**config.mk**
```make
export PLATFORM = sky130hd
export DESIGN_NAME = seg_display_ctrl
export DESIGN_NICKNAME = d
export VERILOG_FILES = /design/src/rtl/seg_display_pkg.sv /design/src/rtl/seg_display_ctrl_seg7_decode.sv /design/src/rtl/seg_display_ctrl.sv
export SDC_FILE = /design/constraint.sdc
export NUM_CORES = 1
export LEC_CHECK = 0
export BUFFER_PORTS_ARGS = -buffer_cell sky130_fd_sc_hd__buf_2
export CORE_ASPECT_RATIO = 1.25
export CORE_UTILIZATION = 33
export DETAILED_ROUTE_END_ITERATION = 12
export GPL_ROUTABILITY_DRIVEN = 0
export PLACE_DENSITY = 0.5
export SYNTH_ARGS = -nofsm -noshare
export SYNTH_HDL_FRONTEND = slang
export SYNTH_SLANG_ARGS = --single-unit
```
**constraint.sdc**
```tcl
create_clock -name HCLK -period 3.9 [get_ports HCLK]
set_clock_uncertainty 0.1 [all_clocks]
set_input_delay 0.39 -clock HCLK [delete_from_list [all_inputs] [get_ports HCLK]]
set_output_delay 0.39 -clock HCLK [all_outputs]
set_load 0.01 [all_outputs]
```
**src/rtl/seg_display_pkg.sv**
```systemverilog
// Shared definitions for the multiplexed 7-segment display controller:
// register offsets (word index = HADDR[4:2]), CTRL bit positions, reset
// values and the hex glyph table.
// Glyph bit order is {g,f,e,d,c,b,a}, so bit 0 is segment A.
package seg_display_pkg;

   typedef enum logic [2:0] {
      REG_DATA       = 3'd0,
      REG_DP_MASK    = 3'd1,
      REG_BLANK_MASK = 3'd2,
      REG_BLINK_MASK = 3'd3,
      REG_PRESCALE   = 3'd4,
      REG_BLINK_DIV  = 3'd5,
      REG_CTRL       = 3'd6
   } reg_off_e;

   localparam int         CTRL_ENABLE_BIT = 0;
   localparam int         CTRL_LZB_BIT    = 1;
   localparam logic [1:0] CTRL_RESET      = 2'b01;

   function automatic logic [6:0] seg7_glyph(input logic [3:0] value);
      case (value)
         4'h0:    seg7_glyph = 7'h3F;
         4'h1:    seg7_glyph = 7'h06;
         4'h2:    seg7_glyph = 7'h5B;
         4'h3:    seg7_glyph = 7'h4F;
         4'h4:    seg7_glyph = 7'h66;
         4'h5:    seg7_glyph = 7'h6D;
         4'h6:    seg7_glyph = 7'h7D;
         4'h7:    seg7_glyph = 7'h07;
         4'h8:    seg7_glyph = 7'h7F;
         4'h9:    seg7_glyph = 7'h6F;
         4'hA:    seg7_glyph = 7'h77;
         4'hB:    seg7_glyph = 7'h7C;
         4'hC:    seg7_glyph = 7'h39;
         4'hD:    seg7_glyph = 7'h5E;
         4'hE:    seg7_glyph = 7'h79;
         default: seg7_glyph = 7'h71;
      endcase
   endfunction

endpackage

```
**src/rtl/seg_display_ctrl_seg7_decode.sv**
```systemverilog
// Combinational hex to 7-segment decoder.
// Ports: value - 4-bit nibble in; segs - {g,f,e,d,c,b,a}, active-high.
module seg7_decode
   import seg_display_pkg::*;
(
   input  logic [3:0] value,
   output logic [6:0] segs
);

   assign segs = seg7_glyph(value);

endmodule

```
**src/rtl/seg_display_ctrl.sv**
```systemverilog
// AHB-Lite slave driving a NUM_DIGITS multiplexed 7-segment display.
// Ports:
//   HCLK, HRESET              clock, synchronous active-high reset
//   HADDR..HTRANS             AHB-Lite slave inputs (only HADDR[4:2] decoded)
//   HRDATA, HREADYOUT         read data (data phase), always ready
//   SegA..SegG, DP            registered segment drives, active-high
//   nDigit                    registered digit enables, active-low one-hot
module seg_display_ctrl
   import seg_display_pkg::*;
#(
   parameter int NUM_DIGITS = 4,
   parameter int PRESCALE_W = 16
)(
   input  logic                  HCLK,
   input  logic                  HRESET,
   input  logic [31:0]           HADDR,
   input  logic [31:0]           HWDATA,
   input  logic                  HWRITE,
   input  logic                  HREADY,
   input  logic                  HSEL,
   input  logic [2:0]            HSIZE,
   input  logic [1:0]            HTRANS,
   output logic [31:0]           HRDATA,
   output logic                  HREADYOUT,
   output logic                  SegA,
   output logic                  SegB,
   output logic                  SegC,
   output logic                  SegD,
   output logic                  SegE,
   output logic                  SegF,
   output logic                  SegG,
   output logic                  DP,
   output logic [NUM_DIGITS-1:0] nDigit
);

   localparam int DW = 4 * NUM_DIGITS;
   localparam int IW = $clog2(NUM_DIGITS);

   // Registers
   logic [DW-1:0]         data_q;
   logic [NUM_DIGITS-1:0] dp_mask_q, blank_mask_q, blink_mask_q;
   logic [PRESCALE_W-1:0] prescale_q;
   logic [7:0]            blink_div_q;
   logic [1:0]            ctrl_q;

   // Bus pipeline
   logic       addr_ph, wr_pend_q, rd_pend_q, wr_prescale;
   logic [2:0] addr_q;

   // Scan state
   logic [PRESCALE_W-1:0] cnt_q, dwell_last;
   logic [IW-1:0]         idx_q;
   logic                  idx_last, enable;
   logic [7:0]            frame_q;
   logic                  blink_off_q;

   // Digit composition
   logic [NUM_DIGITS-1:0] lzb_blank;
   logic                  lz_run, dark;
   logic [3:0]            nibble;
   logic [6:0]            glyph, seg_q;
   logic                  dp_q;
   logic [NUM_DIGITS-1:0] ndigit_q;

   logic unused_bits;
   assign unused_bits = ^{HADDR[31:5], HADDR[1:0], HSIZE, HTRANS[0], HWDATA};

   assign HREADYOUT = 1'b1;
   assign enable    = ctrl_q[CTRL_ENABLE_BIT];

   // ---------------- AHB address/data phase ----------------
   assign addr_ph     = HSEL && HREADY && HTRANS[1];
   assign wr_prescale = wr_pend_q && (addr_q == REG_PRESCALE);

   always_ff @(posedge HCLK) begin
      if (HRESET) begin
         wr_pend_q <= 1'b0;
         rd_pend_q <= 1'b0;
         addr_q    <= '0;
      end else begin
         wr_pend_q <= addr_ph && HWRITE;
         rd_pend_q <= addr_ph && !HWRITE;
         if (addr_ph) addr_q <= HADDR[4:2];
      end
   end

   always_ff @(posedge HCLK) begin
      if (HRESET) begin
         data_q       <= '0;
         dp_mask_q    <= '0;
         blank_mask_q <= '0;
         blink_mask_q <= '0;
         prescale_q   <= PRESCALE_W'(1);
         blink_div_q  <= '0;
         ctrl_q       <= CTRL_RESET;
      end else if (wr_pend_q) begin
         case (addr_q)
            REG_DATA:       data_q       <= HWDATA[DW-1:0];
            REG_DP_MASK:    dp_mask_q    <= HWDATA[NUM_DIGITS-1:0];
            REG_BLANK_MASK: blank_mask_q <= HWDATA[NUM_DIGITS-1:0];
            REG_BLINK_MASK: blink_mask_q <= HWDATA[NUM_DIGITS-1:0];
            REG_PRESCALE:   prescale_q   <= HWDATA[PRESCALE_W-1:0];
            REG_BLINK_DIV:  blink_div_q  <= HWDATA[7:0];
            REG_CTRL:       ctrl_q       <= HWDATA[1:0];
            default: ;
         endcase
      end
   end

   // Read data only during a read data phase; writes and idle return 0.
   always_comb begin
      HRDATA = '0;
      if (rd_pend_q) begin
         case (addr_q)
            REG_DATA:       HRDATA = 32'(data_q);
            REG_DP_MASK:    HRDATA = 32'(dp_mask_q);
            REG_BLANK_MASK: HRDATA = 32'(blank_mask_q);
            REG_BLINK_MASK: HRDATA = 32'(blink_mask_q);
            REG_PRESCALE:   HRDATA = 32'(prescale_q);
            REG_BLINK_DIV:  HRDATA = 32'(blink_div_q);
            REG_CTRL:       HRDATA = 32'(ctrl_q);
            default:        HRDATA = '0;
         endcase
      end
   end

   // ---------------- Scan: dwell, index, frame, blink ----------------
   // PRESCALE=0 behaves as 1 (advance every cycle).
   assign dwell_last = (prescale_q == '0) ? '0 : prescale_q - PRESCALE_W'(1);
   assign idx_last   = (idx_q == IW'(NUM_DIGITS - 1));

   always_ff @(posedge HCLK) begin
      if (HRESET || !enable) begin
         cnt_q       <= '0;
         idx_q       <= '0;
         frame_q     <= '0;
         blink_off_q <= 1'b0;
      end else begin
         // A PRESCALE write restarts the slot of the current digit.
         if (wr_prescale) begin
            cnt_q <= '0;
         end else if (cnt_q == dwell_last) begin
            cnt_q <= '0;
            idx_q <= idx_last ? '0 : idx_q + IW'(1);
            if (idx_last) begin
               if (frame_q == blink_div_q - 8'd1) begin
                  frame_q     <= '0;
                  blink_off_q <= ~blink_off_q;
               end else begin
                  frame_q <= frame_q + 8'd1;
               end
            end
         end else begin
            cnt_q <= cnt_q + PRESCALE_W'(1);
         end
         // BLINK_DIV=0 parks the blink phase at "on".
         if (blink_div_q == '0) begin
            frame_q     <= '0;
            blink_off_q <= 1'b0;
         end
      end
   end

   // ---------------- Digit composition ----------------
   // Walk from the top digit down; a digit is leading-zero blanked while
   // every nibble from it upward is zero and carries no decimal point.
   always_comb begin
      lzb_blank = '0;
      lz_run    = 1'b1;
      for (int i = NUM_DIGITS - 1; i >= 1; i--) begin
         lz_run       = lz_run && (data_q[4*i +: 4] == 4'h0) && !dp_mask_q[i];
         lzb_blank[i] = ctrl_q[CTRL_LZB_BIT] && lz_run;
      end
   end

   assign nibble = data_q[{idx_q, 2'b00} +: 4];

   // Gating with blink_div_q makes BLINK_DIV=0 light the digit immediately.
   assign dark = blank_mask_q[idx_q]
              || (blink_mask_q[idx_q] && blink_off_q && (blink_div_q != '0))
              || lzb_blank[idx_q];

   seg7_decode u_dec (
      .value (nibble),
      .segs  (glyph)
   );

   always_ff @(posedge HCLK) begin
      if (HRESET) begin
         ndigit_q <= ~NUM_DIGITS'(1);
         seg_q    <= seg7_glyph(4'h0);
         dp_q     <= 1'b0;
      end else if (!enable) begin
         ndigit_q <= '1;
         seg_q    <= '0;
         dp_q     <= 1'b0;
      end else begin
         ndigit_q <= ~(NUM_DIGITS'(1) << idx_q);
         seg_q    <= dark ? 7'h00 : glyph;
         dp_q     <= !dark && dp_mask_q[idx_q];
      end
   end

   assign nDigit = ndigit_q;
   assign DP     = dp_q;
   assign SegA   = seg_q[0];
   assign SegB   = seg_q[1];
   assign SegC   = seg_q[2];
   assign SegD   = seg_q[3];
   assign SegE   = seg_q[4];
   assign SegF   = seg_q[5];
   assign SegG   = seg_q[6];

endmodule

```
==> flow_summary.yaml, run 1 <==
setup_path:
  timing.critical_path.fanout_max: 16
  kind_of_start_point_of_the_critical_path: "flip-flop"
  worst_setup_path_startpoint: "prescale_q[0]$_SDFFE_PP1P_"
  worst-endpoint-arrival_ps: 3730
  worstReg2RegStart: "prescale_q[0]$_SDFFE_PP1P_"
  critPathCaptureType: "flip-flop"
  timing_worst_setup_path_type: "reg2reg"
  required_ps: 4030
clock_tree:
  tritoncts_num_sinks: 98
  cts_buffer_depth: 2
  cts.repair_timing.setup_buffer_count: 0
  cts-resized-gates: 0
  cts_tree: "built"
  cts_hold_repair.buffers: 0
  clk_pin_slew_ps: 70
  clk_root_buffer_cell: "clkbuf_16"
  htreeDepth: 3
  numCtsBuffers: 9
  worst_skew_pair_later_pin_latency_ps: 360
die:
  core_area_sq_um: 18030
  design.die.area_sq_um: 18900
  placementRows: 55
  die_h_um: 153.4
  initial_core_util_pct: 33.58
  floorplan.die.width_um: 123.2
  boundaryPins: 119
hold_path:
  worst_hold_path_type: "in2reg"
  worst_hold_startpoint: "HWRITE"
timing:
  worst_slew_margin_rel_pct: 48.90
  period_minus_slack_ps: 3607
  report.final.slew_viol_count: 0
  whs_ps: 102.2
  portion_of_the_clock_cycle_consumed_by_the_worst_path_in_the_final_layout_pct: 92.49
  worst_slew_pin_slew_ps: 764.9
  setup-tns-final_ps: 0
  maxClockFrequency_ghz: 0.2772
  count_of_endpoints_failing_hold_in_the_final_timing_report: 0
  setup_repair_after_global_routing_missed_its_margin: "false"
  report.final.setup_viol: 0
layout:
  multiInputGateArea_sq_um: 3725
  fill_cells: 1887
  drive_above_1_share_pct: 14.96
  diodes: 0
  mostFrequentLayoutCells: "nand2_1, dfxtp_1, nor2_1"
  postLayoutCoreUtil_pct: 37.25
  commonest_non_fill_non_tap_cell_in_the_layout: "nand2_1"
  final_cell_count_without_fillers: 1010
  combined_flip_flop_and_latch_cell_area_sq_um: 1962
  area_growth_pct: 10.91
  fin_nets: 866
power_and_ir_drop:
  p_leak_nw: 2.440
  power_density_relative_to_cell_area_nw_per_um2: 315.0
  worst_ir_drop_vdd_uv: 210.8
run_status:
  outcome: "finished, final reports clean"
synth:
  netlist_area_before_placement_sq_um: 6055
  synth_ff_type: "dfxtp_1"
  yosys_warnings: 0
  ys_async_sr_fraction_pct: 0
  synth_enable_flop_cells: 0
  synthDistinctLibCells: 74
  post_synthesis_register_bit_count: 98
  synth_seq_area_share_pct: 32.40
  avgSynthCellArea_sq_um: 8.073
  post_synth_inst_count: 750
drt:
  num_vias: 5338
  vias_per_cell: 5.285
  detail_route.wl_per_cell_um: 16.22
  route.detailed.drc: 0
  dr.first_iter.drc_count: 273
  final_antenna_net_count: 0
  wl_mm: 16.39
  detail_route.first_pass.iterations: 5
place:
  placed_instance_count: 994
  hpwl_mm: 12.09
  io_port_bufs: 52
global_route:
  grt_first_pass_wirelength_mm: 26.32
  initial_antenna_violation_count: 0
  grt_start_max_net_pins: 67
  grt_pass1_vias: 4993
  globalRouteTotalUtil_pct: 17.83
  remaining_global_route_overflow: 0
job:
  timing.max_cap.violations: 0
## sequential cells by signal, indices dropped and copies added, names as in the netlist, 7 cells and up
name,cells
frame_q,8
prescale_q,16
seg_q,7
blink_div_q,8
data_q,16
cnt_q,16
## kinds of logic after synthesis
kind of cell             count (synthesis)  synth area share (%)
XOR/XNOR                                36                 5.683
AND/OR/NAND/NOR                        324                 27.05
multiplexers                            47                 9.733
flip-flops                              98                 32.40
adder cells (fa/ha/maj)                 15                 3.100
buffers and inverters                   87                 7.005
AO/OA/AOI/OAI                          141                 14.90
other                                    2                0.1240
## area by class of cell
cell class	count	share of cell area, %
tap	228	4.248
multi-input combinational	580	55.47
clock buffer	10	3.559
inverter	20	1.118
clock inverter	6	0.7267
sequential	98	29.22
timing repair buffer	68	5.664
## power breakdown
group / internal (W) / leakage, nW / total [W] / switching, W
Combinational: 0.0000742 / 1.51 / 0.000180 / 0.000105
Sequential: 0.00102 / 0.793 / 0.00106 / 0.0000360
Clock: 0.000457 / 0.137 / 0.000879 / 0.000422
## per-stage QoR
stage               instance area, sq um  power [W]  setup slack (ps)
CTS                                 6715   0.002144             249.1
finish                              6715   0.002116             292.8
detailed placement                  6427   0.001261             262.8
global placement                    6427   0.001258             330.5
global route                        6715   0.002209             78.19
floorplan                           6111   0.001209             754.6
## critical path: stages (launching register included)
cell	delay [ps]
dfxtp_1	350
inv_1	200
ha_1	240
nor4b_1	340
and4_1	410
nor2_1	70
a211o_1	330
a32o_1	210
or4_4	510
buf_4	200
o211ai_4	420
nor2_1	100
## cell usage after synthesis (7+ instances only)
master / n / area share, %
a21oi_1: 54 / 4.5
a22oi_1: 7 / 0.87
and2_1: 8 / 0.83
and3_1: 11 / 1.1
buf_1: 11 / 0.68
buf_4: 19 / 2.4
clkbuf_1: 31 / 1.9
dfxtp_1: 98 / 32
ha_1: 15 / 3.1
inv_1: 20 / 1.2
mux2i_1: 33 / 5.5
mux4_2: 9 / 3.3
nand2_1: 115 / 7.1
nand2b_1: 10 / 1.0
nand3_1: 19 / 1.6
nand3b_1: 7 / 0.87
nand4_1: 7 / 0.72
nor2_1: 67 / 4.2
nor2b_1: 9 / 0.93
nor3_1: 16 / 1.3
nor3b_1: 8 / 0.99
nor4_1: 7 / 0.72
o211ai_1: 8 / 0.99
o21ai_0: 20 / 1.7
or3_1: 8 / 0.83
xnor2_1: 18 / 2.6
xor2_1: 16 / 2.3
## layer usage
layer  track usage, %  wire length, um  up-vias  share of wire (%)
li1                 -                -     2673                  -
met1            22.47             7312     2544                 45
met2            30.62             8331      101                 51
met3            2.090              433       20                2.6
met4            6.598              310        0                1.9
met5                0                0        -                  0
## path summary, 6_finish.rpt
kind	endpoint	slack, ps	cells after the start
max	cnt_q[6]$_SDFF_PP0_	290	11
min	rd_pend_q$_SDFF_PP0_	100	2
max reg2reg	cnt_q[6]$_SDFF_PP0_	290	11
min reg2reg	data_q[8]$_SDFFE_PP0P_	390	2
No activity file was read; power rests on OpenSTA's default activity.
==> run 2, diff against run 1 <==
CAP_MARGIN = 20   (was unset)
RECOVER_POWER = 25   (was unset)
==> flow_summary.yaml, run 2 (synthesized netlist as in run 1, its figures left out) <==
run_status:
  outcome: "complete, but fails checks"
  violations: "capacitance limit, slew limit"
timing:
  setup-tns-final_ps: 0
  period_minus_slack_ps: 3619
  worst_slew_margin_rel_pct: -94.86
  report.final.setup_viol: 0
  worst_slew_pin_slew_ps: 2923
  portion_of_the_clock_cycle_consumed_by_the_worst_path_in_the_final_layout_pct: 92.79
  maxClockFrequency_ghz: 0.2763
  whs_ps: 99.56
  fin_ws_ps: 281.3
  count_of_endpoints_failing_hold_in_the_final_timing_report: 0
  setup_repair_after_global_routing_missed_its_margin: "false"
  report.final.slew_viol_count: 67
die:
  initial_core_util_pct: 33.58
  die_h_um: 153.4
  design.die.area_sq_um: 18900
  placementRows: 55
  core_area_sq_um: 18030
  floorplan.die.width_um: 123.2
  boundaryPins: 119
setup_path:
  critPathCaptureType: "flip-flop"
  worstSetupEndpoint: "cnt_q[6]$_SDFF_PP0_"
  kind_of_start_point_of_the_critical_path: "flip-flop"
  cp_slowest_cell: "or4_4"
  timing_worst_setup_path_type: "reg2reg"
  worst_path_largest_cell_delay_ps: 510
  worst_setup_path_startpoint: "prescale_q[0]$_SDFFE_PP1P_"
  worst-endpoint-arrival_ps: 3740
  setup.reg_to_reg.worst_slack_ps: 280
  r2r-end: "cnt_q[6]$_SDFF_PP0_"
  ff2ff_path_depth: 11
  timing.critical_path.buf_inv: 2
  critical_path.top_delay_family: "simple AND/OR/NAND/NOR gates"
  worstReg2RegStart: "prescale_q[0]$_SDFFE_PP1P_"
  required_ps: 4030
  path_cells: "inv_1 > ha_1 > nor4b_1 > and4_1 > nor2_1 > a211o_1 > a32o_1 > or4_4 > buf_4 > o211ai_4 > nor2_1"
  worst-path-stages: 11
  path_common_cell: "nor2_1"
  timing.critical_path.fanout_max: 16
place:
  io_port_bufs: 52
  worst_setup_slack_before_clock_tree_synthesis_ps: 262.8
  hpwl_mm: 12.09
global_route:
  grt_start_max_net_pins: 67
  remaining_global_route_overflow: 0
  initial_antenna_violation_count: 0
  grt_pass1_vias: 4993
  grt_first_pass_wirelength_mm: 26.32
  globalRouteTotalUtil_pct: 17.83
layout:
  largestRegisters: "cnt_q (16), data_q (16), prescale_q (16)"
  fin_nets: 866
  postLayoutCoreUtil_pct: 37.13
  commonest_non_fill_non_tap_cell_in_the_layout: "nand2_1"
  area_growth_pct: 10.58
  diodes: 0
  fill_cells: 1894
  drive_above_1_share_pct: 13.17
  mostFrequentLayoutCells: "nand2_1, dfxtp_1, nor2_1"
drt:
  detail_route.wl_per_cell_um: 16.22
  num_vias: 5337
  detail_route.first_pass.iterations: 4
  route.detailed.drc: 0
  wl_mm: 16.38
  dr.first_iter.drc_count: 269
  final_antenna_net_count: 0
  vias_per_cell: 5.284
clock_tree:
  clk_root_buffer_cell: "clkbuf_16"
  numCtsBuffers: 9
  worst_skew_pair_later_pin_latency_ps: 360
  cts_buffer_depth: 2
  cts_tree: "built"
  clk_pin_slew_ps: 70
  cts.repair_timing.setup_buffer_count: 0
  cts_hold_repair.buffers: 0
  tritoncts_num_sinks: 98
  htreeDepth: 3
  cts-resized-gates: 0
power_and_ir_drop:
  power_density_relative_to_cell_area_nw_per_um2: 315.6
  p_leak_nw: 2.406
  worst_ir_drop_vdd_uv: 212.2
hold_path:
  worst_hold_path_type: "in2reg"
job:
  timing.max_cap.violations: 1
-- run 2: worst min-delay path by stage --
stage                                 startpoint                     end  depth (start not counted)
after floorplan           ctrl_q[0]$_SDFFE_PP1P_    nDigit[0]$_SDFF_PP0_                          1
after global placement    data_q[9]$_SDFFE_PP0P_  data_q[9]$_SDFFE_PP0P_                          2
after detailed placement  data_q[8]$_SDFFE_PP0P_  data_q[8]$_SDFFE_PP0P_                          2
after CTS                                 HWRITE    rd_pend_q$_SDFF_PP0_                          2
after global routing                      HWRITE    rd_pend_q$_SDFF_PP0_                          2
final                                     HWRITE    rd_pend_q$_SDFF_PP0_                          2
-- run 2: final cells by class --
cell class | count | area [sq um] | area share (%)
inverters | 20 | 75.07 | 1.121
flip-flops and latches | 98 | 1962 | 29.30
well taps | 228 | 285.3 | 4.261
clock buffers | 10 | 239.0 | 3.569
repair buffers | 68 | 360.3 | 5.382
multi-input cells | 580 | 3725 | 55.63
clock inverters | 6 | 48.80 | 0.7288
-- run 2: where the power goes --
part	internal (W)	total (W)	leakage, nW	switching [W]
Combinational	0.0000712	0.000177	1.48	0.000106
Clock	0.000457	0.000879	0.137	0.000422
Sequential	0.00102	0.00106	0.793	0.0000363
-- run 2: metal layers --
metal	track usage [%]	wire length (um)	up-vias
li1	-	-	2673
met1	22.47	7315	2541
met2	30.62	8288	106
met3	2.090	466	17
met4	6.598	310	0
met5	0	0	-
-- run 2: metrics by stage --
stage | power, W | instances | area (sq um)
2_1_floorplan | 0.001209 | 765 | 6111
3_3_place_gp | 0.001258 | 994 | 6427
3_5_place_dp | 0.001261 | 994 | 6427
4_1_cts | 0.002144 | 1010 | 6715
5_1_grt | 0.002206 | 1010 | 6695
6_report | 0.002113 | 1010 | 6695
==> run 3, diff against run 2 <==
CORE_MARGIN = 8   (was unset)
clock period = 4.3 ns   (was 3.9 ns; I/O delays follow)
==> flow_summary.yaml, run 3 (synthesized netlist as in run 1, its figures left out) <==
global_route:
  remaining_global_route_overflow: 0
  grt_first_pass_wirelength_mm: 27.25
  grt_pass1_vias: 5162
  grt_start_max_net_pins: 67
  globalRouteTotalUtil_pct: 14.72
  initial_antenna_violation_count: 0
die:
  design.die.area_sq_um: 22960
  boundaryPins: 119
  core_area_sq_um: 18030
  placementRows: 55
  floorplan.die.width_um: 137.2
  initial_core_util_pct: 33.58
  die_h_um: 167.4
layout:
  fin_nets: 860
  fill_cells: 1902
  area_growth_pct: 10.37
  mostFrequentLayoutCells: "nand2_1, dfxtp_1, nor2_1"
  drive_above_1_share_pct: 12.50
  diodes: 0
  commonest_non_fill_non_tap_cell_in_the_layout: "nand2_1"
  largestRegisters: "cnt_q (16), data_q (16), prescale_q (16)"
timing:
  worst_slew_pin_slew_ps: 2925
  maxClockFrequency_ghz: 0.2615
  portion_of_the_clock_cycle_consumed_by_the_worst_path_in_the_final_layout_pct: 88.93
  report.final.slew_viol_count: 67
  fin_ws_ps: 476.2
  setup-tns-final_ps: 0
  period_minus_slack_ps: 3824
  setup_repair_after_global_routing_missed_its_margin: "false"
  worst_slew_margin_rel_pct: -95.02
  report.final.setup_viol: 0
  count_of_endpoints_failing_hold_in_the_final_timing_report: 0
setup_path:
  setup.reg_to_reg.worst_slack_ps: 480
  required_ps: 4430
  path_common_cell: "mux2i_1"
  path_cells: "or4_1 > nor4_1 > mux2i_1 > xor2_1 > nand4_1 > or4_4 > or3b_1 > mux2i_1"
  ff2ff_path_depth: 8
  timing.critical_path.buf_inv: 0
  timing_worst_setup_path_type: "reg2reg"
  critical_path.top_delay_family: "simple AND/OR/NAND/NOR gates"
  r2r-end: "frame_q[0]$_SDFFE_PP0P_"
  worstReg2RegStart: "prescale_q[2]$_SDFFE_PP0P_"
  kind_of_start_point_of_the_critical_path: "flip-flop"
  timing.critical_path.fanout_max: 16
  worst_path_largest_cell_delay_ps: 820
  cp_slowest_cell: "or4_1"
  critPathCaptureType: "flip-flop"
  worst-endpoint-arrival_ps: 3950
drt:
  wl_mm: 17.12
  final_antenna_net_count: 0
  detail_route.first_pass.iterations: 4
  vias_per_cell: 5.345
  dr.first_iter.drc_count: 307
  route.detailed.drc: 0
  num_vias: 5366
  detail_route.wl_per_cell_um: 17.05
power_and_ir_drop:
  worst_ir_drop_vdd_uv: 187.2
  power_density_relative_to_cell_area_nw_per_um2: 298.4
  p_leak_nw: 2.395
clock_tree:
  worst_skew_pair_later_pin_latency_ps: 350
  cts-resized-gates: 0
  htreeDepth: 3
  cts_buffer_depth: 2
  clk_pin_slew_ps: 70
  numCtsBuffers: 9
  cts_tree: "built"
  clk_root_buffer_cell: "clkbuf_16"
  cts.repair_timing.setup_buffer_count: 0
  tritoncts_num_sinks: 98
  cts_hold_repair.buffers: 0
hold_path:
  timing.hold.worst_path_depth: 2
  worst_hold_path_type: "in2reg"
  hold_path_end: "rd_pend_q$_SDFF_PP0_"
  worst_hold_startpoint: "HWRITE"
run_status:
  violations: "capacitance limit, slew limit"
  outcome: "complete, but fails checks"
place:
  worst_setup_slack_before_clock_tree_synthesis_ps: 482.2
  hpwl_mm: 12.71
  io_port_bufs: 52
job:
  timing.max_cap.violations: 1
[run 3: changes by cell type in the layout (fill, tap and decap cells not counted)]
| cell | change |
|---|---|
| clkbuf_8 | +1 |
| buf_4 | -6 |
| inv_6 | +1 |
| bufinv_16 | +1 |
| clkinv_2 | -1 |
| clkinvlp_4 | -2 |
[run 3: worst max-delay path by stage]
stage / slack (ps) / startpoint / to / cells past startpoint
6_report: 480 / prescale_q[2]$_SDFFE_PP0P_ / frame_q[0]$_SDFFE_PP0P_ / 8
3_5_place_dp: 480 / prescale_q[2]$_SDFFE_PP0P_ / frame_q[1]$_SDFFE_PP0P_ / 8
3_3_place_gp: 540 / prescale_q[0]$_SDFFE_PP1P_ / frame_q[1]$_SDFFE_PP0P_ / 10
4_1_cts: 470 / prescale_q[2]$_SDFFE_PP0P_ / frame_q[1]$_SDFFE_PP0P_ / 8
5_1_grt: 250 / prescale_q[0]$_SDFFE_PP1P_ / frame_q[1]$_SDFFE_PP0P_ / 10
2_1_floorplan: 1150 / prescale_q[0]$_SDFFE_PP1P_ / cnt_q[9]$_SDFF_PP0_ / 13
[run 3: per-layer routing]
layer / share of wire [%] / global-route usage (%)
met1: 44 / 17.95
met2: 51 / 25.15
met3: 5.0 / 2.545
met4: 0.96 / 5.303
met5: 0 / 0
[run 3: metrics by stage]
stage | cell area, sq um | instances | util, % | hold WS, ps | power [W]
after detailed placement | 6382 | 988 | 35.40 | 385.0 | 0.001145
final | 6683 | 1004 | 37.06 | 141.8 | 0.001994
after global placement | 6382 | 988 | 35.40 | 372.9 | 0.001140
after floorplan | 6111 | 765 | - | 342.3 | 0.001096
after CTS | 6703 | 1004 | 37.18 | 128.8 | 0.002020
after global routing | 6683 | 1004 | 37.06 | 132.8 | 0.002076
[run 3: worst register-to-register path, stage by stage (launching register included)]
cell and delay [ps]:
dfxtp_1 520, or4_1 820, nor4_1 380, mux2i_1 300, xor2_1 170, nand4_1 120
or4_4 550, or3b_1 570, mux2i_1 170
[run 3: cell type report]
cell class	count	area, sq um	area share (%)
multi-input combinational	580	3725	55.74
sequential	98	1962	29.36
timing repair buffer	62	315.3	4.718
tap	228	285.3	4.269
clock buffer	11	252.7	3.782
inverter	20	75.07	1.123
clock inverter	5	67.56	1.011
[run 3: power by group]
part	internal [W]	switching [W]	total [W]
sequential	0.000926	0.0000337	0.000959
combinational	0.0000636	0.0000961	0.000160
clock	0.000493	0.000382	0.000875
total	0.00148	0.000512	0.00199
